[config.mk]
export PLATFORM = sky130hd
export DESIGN_NAME = lo_phase_sequencer
export DESIGN_NICKNAME = d
export VERILOG_FILES = /design/src/rtl/lo_phase_sequencer.sv
export SDC_FILE = /design/constraint.sdc
export NUM_CORES = 1
export LEC_CHECK = 0
export BUFFER_PORTS_ARGS = -buffer_cell sky130_fd_sc_hd__buf_4
export CORE_ASPECT_RATIO = 0.5
export CORE_MARGIN = 2
export CORE_UTILIZATION = 55
export DETAILED_ROUTE_END_ITERATION = 16
export PLACE_DENSITY = 0.92
export SYNTH_ARGS = -nofsm -noshare
export SYNTH_HDL_FRONTEND = slang
export SYNTH_SLANG_ARGS = --single-unit
[constraint.sdc]
create_clock -name clk -period 6.2 [get_ports clk]
set_input_delay 0.31 -clock clk [delete_from_list [all_inputs] [get_ports clk]]
set_output_delay 0.31 -clock clk [all_outputs]
set_load 0.02 [all_outputs]
[src/rtl/lo_phase_sequencer.sv]
// lo_phase_sequencer: programmable-rate LO phase counter driving a Gray state bus and a registered one-hot tap select
module lo_phase_sequencer #(
  parameter int N_PHASES = 20,
  parameter int CODE_W = 6,
  parameter int DIV_W = 8
) (
  input  logic                clk,
  input  logic                rst_n,
  input  logic                en,
  input  logic [DIV_W-1:0]    div,
  input  logic                dir,
  input  logic                sync,
  output logic [CODE_W-1:0]   phase_idx,
  output logic [CODE_W-1:0]   gray_out,
  output logic [N_PHASES-1:0] phase_oh,
  output logic                wrap
);
  localparam logic [CODE_W-1:0] LAST = CODE_W'(N_PHASES - 1);
  logic [DIV_W-1:0] presc, presc_n, div_q, div_q_n;
  logic [CODE_W-1:0] idx_n;
  logic [N_PHASES-1:0] oh_n;
  logic step, at_end, wrap_n;
  always_comb begin
    step = en & (presc == div_q);
    at_end = dir ? (phase_idx == '0) : (phase_idx == LAST);
    wrap_n = ~sync & step & at_end;
    idx_n = sync ? '0 :
            !step ? phase_idx :
            at_end ? (dir ? LAST : '0) :
            dir ? phase_idx - CODE_W'(1) : phase_idx + CODE_W'(1);
    presc_n = (sync | step) ? '0 : en ? presc + DIV_W'(1) : presc;
    div_q_n = (sync | step) ? div : div_q;
    oh_n = '0;
    // decoded from the next index so the select is a clean register output
    for (int i = 0; i < N_PHASES; i++) oh_n[i] = (idx_n == CODE_W'(i));
  end
  always_ff @(posedge clk) begin
    if (!rst_n) begin
      presc <= '0;
      div_q <= '0;
      phase_idx <= '0;
      gray_out <= '0;
      phase_oh <= N_PHASES'(1);
      wrap <= 1'b0;
    end else begin
      presc <= presc_n;
      div_q <= div_q_n;
      phase_idx <= idx_n;
      gray_out <= idx_n ^ (idx_n >> 1);
      phase_oh <= oh_n;
      wrap <= wrap_n;
    end
  end
endmodule

# After elaboration in Yosys (flattened, before gate mapping)
# Cells that the tools add are included.
# word_totals
regBits	49
latchBits	0
mem_bits_rw	0
rom_bits	0
in_bits	13
out_inout_bits	33
elab_cells	46
memories	0
# op_classes
n_addsub	3
multipliers	0
n_div	0
n_lt_le_gt_ge	0
n_eq_ne	21
shift	0
n_mux	6
n_bitwise	7
n_reduce_logical	3
# op_table
cell	count
6-bit by 4-bit == test with 1-bit output, second input constant	8
6-bit by 5-bit == test with 1-bit output, second input constant	5
6-bit by 3-bit == test with 1-bit output, second input constant	4
6-bit two-way mux	4
6-bit by 2-bit == test with 1-bit output, second input constant	2
6-bit zero test	2
8-bit by 1-bit adder with 8-bit output, second input constant	1
8-bit == test	1
6-bit by 1-bit adder with 6-bit output, second input constant	1
6-bit by 1-bit == test with 1-bit output, second input constant	1
6-bit by 1-bit subtractor with 6-bit output, second input constant	1
6-bit by 5-bit XOR with 6-bit output	1
5-bit two-way mux	1
1-bit bitwise AND	3
1-bit inverter	2
2-bit OR reduction	1
1-bit two-way mux	1
1-bit OR	1

# Longest topological paths before layout
# logic_depth
depth_word	6
ltp_mapped	10
mapped_depth_nobuf	10

# Worst setup path after synthesis
# Ideal clock, no wire load.
# synth_path
path_type	reg2reg
from	register phase_idx[2]
to	register phase_oh[4]
setup_ns	0.059
arrival_time_ns	2.269
required_time_ns	6.141
path_slack_ns	3.872
path_stages_with_launch	10
path_buffers	0
synth_period_minus_slack_ns	2.328
cell_sequence	dfxtp_1 -> ha_1 -> a21oi_1 -> a21oi_1 -> o21a_1 -> o31ai_2 -> mux2i_1 -> ha_1 -> and3_1 -> and2_1
# synth_via
elab_chain_len	6
elab_cells_between_ends	10
classes_between	2 x add/sub; 2 x eq/ne; 5 x mux; 1 x reduce/logical
# synth_lines
item	line	rtl
from (decl)	13	output logic [CODE_W-1:0] phase_idx,
from (signal assigned)	48	phase_idx <= idx_n;
6-bit by 1-bit adder with 6-bit output, or another cell as far along	30	dir ? phase_idx - CODE_W'(1) : phase_idx + CODE_W'(1);
6-bit two-way mux or 1-bit two-way mux (tied branches)	30, 25	
6-bit two-way mux	29	at_end ? (dir ? LAST : '0) :
6-bit two-way mux (*)	28	!step ? phase_idx :
6-bit two-way mux (*)	27	idx_n = sync ? '0 :
6-bit by 3-bit == test with 1-bit output (*)	35	for (int i = 0; i < N_PHASES; i++) oh_n[i] = (idx_n == CODE_W'(i));
to (signal assigned)	50	phase_oh <= oh_n;
to (decl)	15	output logic [N_PHASES-1:0] phase_oh,
# Mark *: on every way between the ends. The rest lies on a longest branch, timed or not.
# A chain may end at the register's enable or synchronous reset.

# Final worst setup path
# layout_path
from	register presc[0]
to	register phase_oh[4]
# layout_via
elab_chain_len	5
# layout_lines
item	line	rtl
from (decl)	19	logic [DIV_W-1:0] presc, presc_n, div_q, div_q_n;
from (signal assigned)	46	presc <= presc_n;
8-bit == test	24	step = en & (presc == div_q);
1-bit bitwise AND	24	
6-bit two-way mux	28	
6-bit two-way mux	27	
6-bit by 3-bit == test with 1-bit output	35	
# Every way passes these cells.

==> impl_results.md <==
* Leakage power at 1.24 nW
* Vias in the first global route at between 1500 and 2000
* Reg area at 961 sq um
* Post-synth ARST share at 0%
* Endpoints failing hold at 0
* Outcome: complete, no violations
* Layout cell share with drive strength beyond 1 at 25.5%
* HP Start: div[4]
* Max H-tree Level at 2
* Drt wl/cell at approximately 14 um
* Syn avg cell area at approximately 10 sq um
* Buffers on Ports at 45
* Syn Inst Count at 211
* CP Capture Type: register
* Startpoint types: register
* Skew-Pair Late Insertion Delay at about 0.30 ns
* Synthesized net count at 240
* Clock Skew at 0.00347 ns
* CP Max Fanout at 5
* Hold_ws at 0.260 ns
* Die W at 93.5 um
* CTS resizes at 0
* Die area at roughly 4600 sq um
* Fin crit period at between 2 and 3 ns
* Worst slew pin tran at 0.481 ns
* Final Instance Area at approximately 2700 sq um
* Core ar. at roughly 3900 sq um
* Achievable Freq at 390 MHz
* Num CTS Buffers at 5
* Antenna violations before repair at 0
* Number of synthesis warnings at 0
* Period utilisation layout at between 40% and 50%
* Routed vias at 1564
* Area of the multi-input gates at 1200 sq um
* PnR worst setup slack at 3.64 ns
* Initial drt markers at 75
* CTS Hold Bufs at 0
* Avg Vias per Cell at between 4 and 5
* Residual DRC at 0
* Unrepaired setup endpoints after global routing: no
* Worst VDD drop at 0.149 mV
* Synthesis-stage register bit count at 48
* Crit Path Category: register to register
* Dpl cell area at around 2600 sq um
* DIE HEIGHT at 48.8 um
* Sequential-to-total area share from yosys stat at between 40% and 50%
* Top FF cell, synth: dfxtp_1
* Post-Route WL at 4260 um
* First-pass GRT wire length at 7490 um
* IO Count at 46
* Root buffer cell: clkbuf_8
* Final net count at 287
* Row cnt at 16
* Grt total ovfl at 0
* Pwr Density at 236 nW/um^2
* HP Class: input pin to register
* P&R area growth vs syn at 22.9%
* Fin. max-slew vios at 0
* GRT Overall Usage at between 20% and 30%
* Critical Path Start: presc[0]
* Sink Count at 48
* Most frequent cells in the layout: dfxtp_1, buf_4, and2_1, ha_1, mux2i_1
* Number of synthesized flops with an enable pin at 0
* Final TNS setup at 0 ns
* Reg-to-Reg Start: presc[0]
* Detail Placement HPWL at 3140 um
* Longest Clk Path Bufs at 2
* Largest net degree at the start of global routing at 29
* DRT Pass-1 Iters at 4
* Util after Layout at 70.1%
* Post-route ant nets at 0
* Gp weighted congestion at 0.852
* MaxCap Viol Count at 0
* Flop-to-flop setup slack at 3.64 ns
* Netlist cell types at 39
* Clock tree from TritonCTS: built
* Filler instances at slightly below 300
* Post-CTS Setup Repair Bufs at 0
* Worst-path clk slew at 0.09 ns
* Placement Setup Slack at 3.57 ns
* Worst EP arrival at 2.81 ns
* CP required at about 6.4 ns
* Endpoints failing setup at 0
* Cell Area, Synth at roughly 2200 sq um
* Max transition margin at 67.0%
* Starting Density at 57.0%
* Ant. Diodes at 0
* Commonest non-fill, non-tap cell in the layout: dfxtp_1
==> cell usage after synthesis (4+ instances only) <==
master,number,share of area (%)
dfxtp_1,48,44
and2_1,26,7.4
ha_1,15,8.5
mux2i_1,13,5.9
nor2b_1,12,3.4
and3_1,10,2.8
nor2_1,9,1.5
xor2_1,8,3.2
nand2_1,7,1.2
xnor2_1,7,2.8
nand3_1,5,1.1
a21oi_1,4,0.91
clkbuf_1,4,0.68
inv_1,4,0.68
==> stage by stage <==
stage               instances  total power [mW]
finish                    313             0.639
CTS                       313             0.643
floorplan                 211             0.384
detailed placement        305             0.409
global placement          305             0.407
global route              313             0.666
==> sequential cells by signal, summed over array words and instances (netlist names) <==
signal / cells
div_q: 8
gray_out: 5
phase_idx: 6
phase_oh: 20
presc: 8
wrap: 1
==> path summary, 6_finish.rpt <==
kind	endpoint	depth (start not counted)
max	phase_oh[4]	9
min	div_q[4]	3
min reg2reg	div_q[4]	2
max reg2reg	phase_oh[4]	9
==> report_power, final <==
group / total (mW) / internal [mW] / leakage [nW] / switching, mW
combinational: 0.0792 / 0.0371 / 0.794 / 0.0421
clock: 0.236 / 0.132 / 0.0614 / 0.104
sequential: 0.323 / 0.316 / 0.389 / 0.00675
total: 0.639 / 0.485 / 1.24 / 0.153
==> layout make-up <==
type	count	area share, %
clock inverters	2	1.43
repair buffers	45	12.5
well taps	54	2.50
clock buffers	6	3.05
flip-flops and latches	48	35.5
inverters	6	0.832
multi-input cells	152	44.2
==> critical path, cell delays in order, from the launching register on <==
cell	delay (ns)
dfxtp_1	0.46
xnor2_2	0.18
nand4b_4	0.15
nor3_2	0.41
nand2_1	0.12
o31ai_2	0.28
mux2i_1	0.28
ha_1	0.26
and3_1	0.22
and2_1	0.15
==> layer usage <==
layer / part of all wire (%) / track usage (%)
met1: 44 / 24.5
met2: 50 / 37.2
met3: 4.7 / 6.07
met4: 1.1 / 6.86
met5: 0 / 0
==> kinds of logic after synthesis <==
family                   share of synthesized area (%)
adder cells (fa/ha/maj)                           9.43
flip-flops                                        43.6
AO/OA/AOI/OAI                                     3.86
AND/OR/NAND/NOR                                   26.3
multiplexers                                      6.59
XOR/XNOR                                          8.18
buffers and inverters                             2.04
(Power assumes the default switching activity.)
